===== config.mk =====
export PLATFORM = sky130hd
export DESIGN_NAME = uart_frame_parser
export DESIGN_NICKNAME = d
export VERILOG_FILES = /design/src/rtl/uart_frame_parser.sv
export SDC_FILE = /design/constraint.sdc
export NUM_CORES = 1
export LEC_CHECK = 0
export BUFFER_PORTS_ARGS = -buffer_cell sky130_fd_sc_hd__clkbuf_2
export CAP_MARGIN = 25
export CORE_MARGIN = 3
export CORE_UTILIZATION = 51
export CTS_CLUSTER_SIZE = 8
export DETAILED_ROUTE_END_ITERATION = 10
export MAX_ROUTING_LAYER = met4
export PLACE_DENSITY = 0.71
export SYNTH_ARGS = -nofsm -noshare
export SYNTH_HDL_FRONTEND = slang
export SYNTH_SLANG_ARGS = --single-unit

===== constraint.sdc =====
create_clock -name clk -period 3.1 [get_ports clk]
set_clock_uncertainty 0.05 [all_clocks]
set_input_delay 0.465 -clock clk [delete_from_list [all_inputs] [get_ports clk]]
set_output_delay 0.465 -clock clk [all_outputs]
set_load 0.005 [all_outputs]

===== src/rtl/uart_frame_parser.sv =====
// uart_frame_parser: assembles UART bytes into validated command frames.
// Frame: SOF | CMD | LEN | PAYLOAD[LEN] | XOR(CMD,LEN,PAYLOAD).
module uart_frame_parser #(
    parameter logic [7:0]  SOF     = 8'hA5,
    parameter int          MAX_LEN = 8,
    parameter logic [15:0] TIMEOUT = 16'd50000,
    parameter logic [7:0]  LED_CMD = 8'h01
) (
    input  logic        clk,
    input  logic        rst,
    input  logic [7:0]  rx_data,
    input  logic        rx_ack,
    output logic        cmd_valid,
    output logic [7:0]  cmd,
    output logic [3:0]  cmd_len,
    output logic [63:0] payload,
    output logic        frame_err,
    output logic [1:0]  err_code,
    output logic [7:0]  led,
    output logic        busy
);

    typedef enum logic [2:0] {
        S_IDLE,
        S_CMD,
        S_LEN,
        S_PAYLOAD,
        S_CHK
    } state_t;

    localparam logic [7:0] MAX_B = 8'(MAX_LEN);

    state_t      state;
    state_t      state_n;
    logic        stb_d;
    logic [7:0]  chk_q;
    logic [7:0]  cmd_q;
    logic [3:0]  len_q;
    logic [2:0]  idx_q;
    logic [63:0] buf_q;
    logic [15:0] tcnt;
    logic        consume;
    logic        len_ok;
    logic        tmo;
    logic        go_ok;
    logic        go_err;
    logic [1:0]  err_n;

    // rx_data is valid the cycle after rx_ack, so the delayed strobe marks it
    assign consume = stb_d;
    assign len_ok  = rx_data <= MAX_B;
    assign tmo     = (state != S_IDLE) && !consume &&
                     (tcnt == TIMEOUT - 16'd1);
    assign busy    = state != S_IDLE;

    // State register
    always_ff @(posedge clk or negedge rst) begin
        if (!rst) state <= S_IDLE;
        else      state <= state_n;
    end

    // Next-state and frame verdict decode
    always_comb begin
        state_n = state;
        go_ok   = 1'b0;
        go_err  = 1'b0;
        err_n   = 2'd0;
        unique case (state)
            S_IDLE: begin
                if (consume && rx_data == SOF) state_n = S_CMD;
            end
            S_CMD: begin
                if (consume) state_n = S_LEN;
            end
            S_LEN: begin
                if (consume) begin
                    if (rx_data == 8'd0) begin
                        state_n = S_CHK;
                    end else if (len_ok) begin
                        state_n = S_PAYLOAD;
                    end else begin
                        state_n = S_IDLE;
                        go_err  = 1'b1;
                        err_n   = 2'd1;
                    end
                end
            end
            S_PAYLOAD: begin
                if (consume && ({1'b0, idx_q} == len_q - 4'd1))
                    state_n = S_CHK;
            end
            S_CHK: begin
                if (consume) begin
                    state_n = S_IDLE;
                    if (rx_data == chk_q) begin
                        go_ok = 1'b1;
                    end else begin
                        go_err = 1'b1;
                        err_n  = 2'd2;
                    end
                end
            end
            default: state_n = S_IDLE;
        endcase
        // tmo excludes consume cycles, so a consumed byte always wins
        if (tmo) begin
            state_n = S_IDLE;
            go_err  = 1'b1;
            err_n   = 2'd3;
        end
    end

    // Byte strobe delay and inter-byte idle counter
    always_ff @(posedge clk or negedge rst) begin
        if (!rst) begin
            stb_d <= 1'b0;
            tcnt  <= 16'd0;
        end else begin
            stb_d <= rx_ack;
            if (consume || state_n == S_IDLE) tcnt <= 16'd0;
            else                              tcnt <= tcnt + 16'd1;
        end
    end

    // Frame field capture and checksum accumulation
    always_ff @(posedge clk or negedge rst) begin
        if (!rst) begin
            chk_q <= 8'd0;
            cmd_q <= 8'd0;
            len_q <= 4'd0;
            idx_q <= 3'd0;
            buf_q <= 64'd0;
        end else if (consume) begin
            unique case (state)
                S_IDLE: begin
                    if (rx_data == SOF) begin
                        chk_q <= 8'd0;
                        len_q <= 4'd0;
                        idx_q <= 3'd0;
                        buf_q <= 64'd0;
                    end
                end
                S_CMD: begin
                    cmd_q <= rx_data;
                    chk_q <= chk_q ^ rx_data;
                end
                S_LEN: begin
                    if (len_ok) begin
                        len_q <= rx_data[3:0];
                        idx_q <= 3'd0;
                        chk_q <= chk_q ^ rx_data;
                    end
                end
                S_PAYLOAD: begin
                    buf_q[{idx_q, 3'b000} +: 8] <= rx_data;
                    chk_q <= chk_q ^ rx_data;
                    idx_q <= idx_q + 3'd1;
                end
                default: ;
            endcase
        end
    end

    // Registered command outputs, strobes and LED register
    always_ff @(posedge clk or negedge rst) begin
        if (!rst) begin
            cmd_valid <= 1'b0;
            frame_err <= 1'b0;
            err_code  <= 2'd0;
            cmd       <= 8'd0;
            cmd_len   <= 4'd0;
            payload   <= 64'd0;
            led       <= 8'd0;
        end else begin
            cmd_valid <= go_ok;
            frame_err <= go_err;
            if (go_err) err_code <= err_n;
            if (go_ok) begin
                cmd     <= cmd_q;
                cmd_len <= len_q;
                payload <= buf_q;
                if (cmd_q == LED_CMD && len_q != 4'd0)
                    led <= buf_q[7:0];
            end
        end
    end

endmodule


==> reports/metrics.sh <==
OUTCOME='finished clean'
HPWL_UM=13200
NUMPORTBUFFERS=99
DRC_ERRORS=0
SYNTH_SEQ_AREA_SHARE_PCT=57.0
CRIT_END='buf_q[33]$_DFFE_PN0P_'
TIMING.FINAL.SETUP_VIOLATIONS=0
WIRE_LENGTH_OF_THE_FIRST_GLOBAL_ROUTING_PASS_UM=30800
CLOCK_PIN_SLEW_WORST_SETUP_AND_HOLD_PATHS_NS=0.07
FMAX_GHz=0.366
YS_TOP_CELLS_BY_AREA='sky130_fd_sc_hd__dfrtp_1 57%, sky130_fd_sc_hd__mux2_2 8.3%, sky130_fd_sc_hd__mux2_4 5.1%, sky130_fd_sc_hd__a22o_1 4.6%, sky130_fd_sc_hd__a32o_1 2.6%'
SYN_AREA_PER_CELL_UM2=13.4
CTS.ROOT.BUFFER_CELL='sky130_fd_sc_hd__clkbuf_16'
MET3WIRELENGTH_UM=1040
WORST_EP_ARRIVAL_TIME_NS=2.99
TIMING.RR.END='buf_q[33]$_DFFE_PN0P_'
CHIPHEIGHT_UM=136
DRT_ITER0_MARKERS=487
NUM-NETS-FINAL=759
CRITPATHLAUNCHTYPE='register'
REPORT.FINAL.HOLD_VIOL_COUNT=0
WORSTSETUPSTARTPOINT='idx_q[0]$_DFFE_PN0P_'
FLOORPLAN.ROWS=46
PERIOD_SHARE_PCT=88.2
TIMING_WORST_SETUP_PATH_TYPE='reg2reg'
CTSHOLDBUFFERS=0
SYNTH_WARNINGS=0
NUMCTSBUFFERS=17
TIMING.CRITICAL_PATH.FANOUT_MAX=11
DIE_FOOTPRINT_UM2=18400
SYNTH_CELLS=639
PEAKVDDDROP_mV=0.362
MAX_CAP_VIOLATIONS=0
TIMING.FINAL.MAX_SLEW_VIOLATIONS=0
MOST_USED_CELLS_IN_THE_LAYOUT_EXCLUDING_FILL_AND_TAP_CELLS='195 x sky130_fd_sc_hd__dfrtp_1, 98 x sky130_fd_sc_hd__clkbuf_2, 63 x sky130_fd_sc_hd__mux2_2'
WL_PER_CELL_UM=19.8
FINAL.FILL_COUNT=1274
SYNTHESIS.NETS=659
GRT_ANTENNA_BEFORE_REPAIR=0
WORST_SETUP_PATH_END_KIND='register'
GRT_USAGE_PCT=22.0
POST_SYNTHESIS_CELL_AREA_UM2=8560
WL_MET2_UM=9060
ANTENNA_CELLS=0
DIE-WIDTH_UM=136
FINAL_AREA_UM2=9930
TOP_LAYER_USED='met4'
WORST_PIN_SLEW_NS=0.843
FINALWORSTPATHREQUIREDPERIOD_NS=2.73
LEADING_CELL_TYPE_IN_THE_LAYOUT_FILL_AND_TAPS_EXCLUDED='sky130_fd_sc_hd__dfrtp_1'
INITIAL_UTILIZATION_PCT=52.9
FINAL_LAYOUT_SIZE_SUFFIX_GT1_SHARE_PCT=34.8
TOP_LEVEL_PORTS=100
P_LEAK_nW=4.92
GRT_PASS1_VIAS=5839
LAYOUT-AREA-OVERHEAD-VS-SYNTH_PCT=16.0
VIA_COUNT=5749
SYNTH-EDFF-COUNT=0
HOLDWS_NS=0.0378
CORE_AREA_UM2=16200
NETLIST.AREA_LEADER.SHARE_PCT=57.0
MULTI_INPUT_COMB_AREA_UM2=3400
ASYNC_FLOP_SHARE_PCT=100
MET1_LENGTH_UM=8760
HTREEDEPTH=4
WORSTSKEWPAIRLATENCY_NS=0.43
YOSYSTOPAREACELL='sky130_fd_sc_hd__dfrtp_1'
SYNTH.LIB_CELLS_USED.DISTINCT=60
GRT_OVERFLOW=0
GRT_SETUP_UNREPAIRED='no'
YOSYS_MOST_USED_DFF='sky130_fd_sc_hd__dfrtp_1'
CTS_POST_SETUP_BUFFERS_INSERTED=0
CTS_TREE='done'
GP_ROUTABILITY_CONGESTION=0.901
COUNT_OF_INSTANCES_RESIZED_AFTER_THE_CLOCK_TREE_IS_BUILT=0
TOTALNEGATIVESETUPSLACK_NS=0
POSTROUTEWIRELENGTH_UM=19200
REGAREA_UM2=4880
GRT_START_MAX_NET_PINS=96
WORSTREGTOREGCELLS=7
HOLD_PATH.CLASS='in2async'
VIAS_PER_CELL=5.94
SYNTH-SEQ-CELLS=195
POWER_PER_CELL_AREA_nW_PER_UM2=500
ANTENNA_LEFT=0
WORST_R2R_STARTPOINT='idx_q[0]$_DFFE_PN0P_'
SETUP.REG_TO_REG.WORST_SLACK_NS=0.37
FIRST_PASS_ITERS=5
PLACEDINSTANCEAREA_UM2=9350
NUMCLOCKSINKS=195
CTSLONGESTPATHBUFFERS=2
MAX-SLEW-MARGIN-REL_PCT=43.5
CRIT_REQUIRED_NS=3.36
## flip-flops by register name, indices dropped and copies added, names as in the netlist
name / cells
cmd_q: 8
frame_err: 1
tcnt: 16
cmd_valid: 1
state: 3
consume: 1
led: 8
cmd_len: 4
payload: 64
err_code: 2
buf_q: 64
len_q: 4
idx_q: 3
chk_q: 8
cmd: 8
## logic make-up after synthesis
group | count (synthesis) | share of synthesized area, %
flops | 195 | 57.0
simple gates | 129 | 9.40
compound gates | 125 | 12.3
mux | 97 | 14.0
buf+inv | 61 | 3.40
xor+xnor | 23 | 2.69
fa+ha+maj | 9 | 1.32
## per-stage QoR
step | util, % | total power (W) | worst slack [ns] | instances
2_1_floorplan | - | 0.00277 | 0.482 | 639
3_3_place_gp | 57.8 | 0.00289 | 0.584 | 936
3_5_place_dp | 57.8 | 0.00290 | 0.447 | 936
4_1_cts | 61.4 | 0.00501 | 0.424 | 968
5_1_grt | 61.4 | 0.00515 | 0.216 | 968
6_report | 61.4 | 0.00497 | 0.365 | 968
## where the power goes
part           total [W]  internal (W)  switching (W)  leakage (nW)
sequential       0.00261       0.00258      0.0000364          2.69
combinational   0.000237     0.0000836       0.000153          1.94
clock            0.00212       0.00118       0.000937         0.276
## metal layers
metal | vias to the layer above | GRT usage (%)
met5 | - | -
met4 | 0 | 6.49
met3 | 31 | 4.42
met2 | 190 | 33.3
met1 | 2918 | 30.4
li1 | 2610 | -
## cell usage after synthesis, drive strengths merged, types with 5 or more instances
master / number
o2bb2ai: 7
mux2i: 5
a22o: 45
xor2: 8
and3: 7
nor2b: 9
nand2: 23
nor4: 12
ha: 9
buf: 22
xnor2: 14
dfrtp: 195
or3: 5
mux2: 92
nand4: 9
o2111ai: 8
clkbuf: 20
o31ai: 10
a21oi: 6
inv: 19
nand3: 16
o21ai: 9
a32o: 22
nor3: 21
## worst min-delay path by stage
stage                            from                      end  slack, ns
CTS                               rst  payload[48]$_DFFE_PN0P_       0.08
global placement    tcnt[0]$_DFF_PN0_        tcnt[0]$_DFF_PN0_       0.39
floorplan                         rst     buf_q[0]$_DFFE_PN0P_       0.12
global route                   rx_ack        consume$_DFF_PN0_       0.09
finish                            rst  payload[48]$_DFFE_PN0P_       0.04
detailed placement  tcnt[0]$_DFF_PN0_        tcnt[0]$_DFF_PN0_       0.41
## layout make-up
cell class              instances  share of cell area [%]
multi-input cells             383                    34.2
inverters                      19                   0.718
clock inverters                 9                    1.02
repair buffers                123                    7.39
flip-flops and latches        195                    49.1
clock buffers                  23                    4.81
well taps                     216                    2.72
## worst max-delay path, stage by stage, from the launching register on
cell	delay, ns
sky130_fd_sc_hd__dfrtp_1	0.59
sky130_fd_sc_hd__inv_1	0.16
sky130_fd_sc_hd__ha_1	0.24
sky130_fd_sc_hd__ha_1	0.44
sky130_fd_sc_hd__o31ai_2	0.19
sky130_fd_sc_hd__nor4_1	0.33
sky130_fd_sc_hd__o211ai_1	0.31
sky130_fd_sc_hd__a32o_1	0.30
No activity file was read; power rests on OpenSTA's default activity.
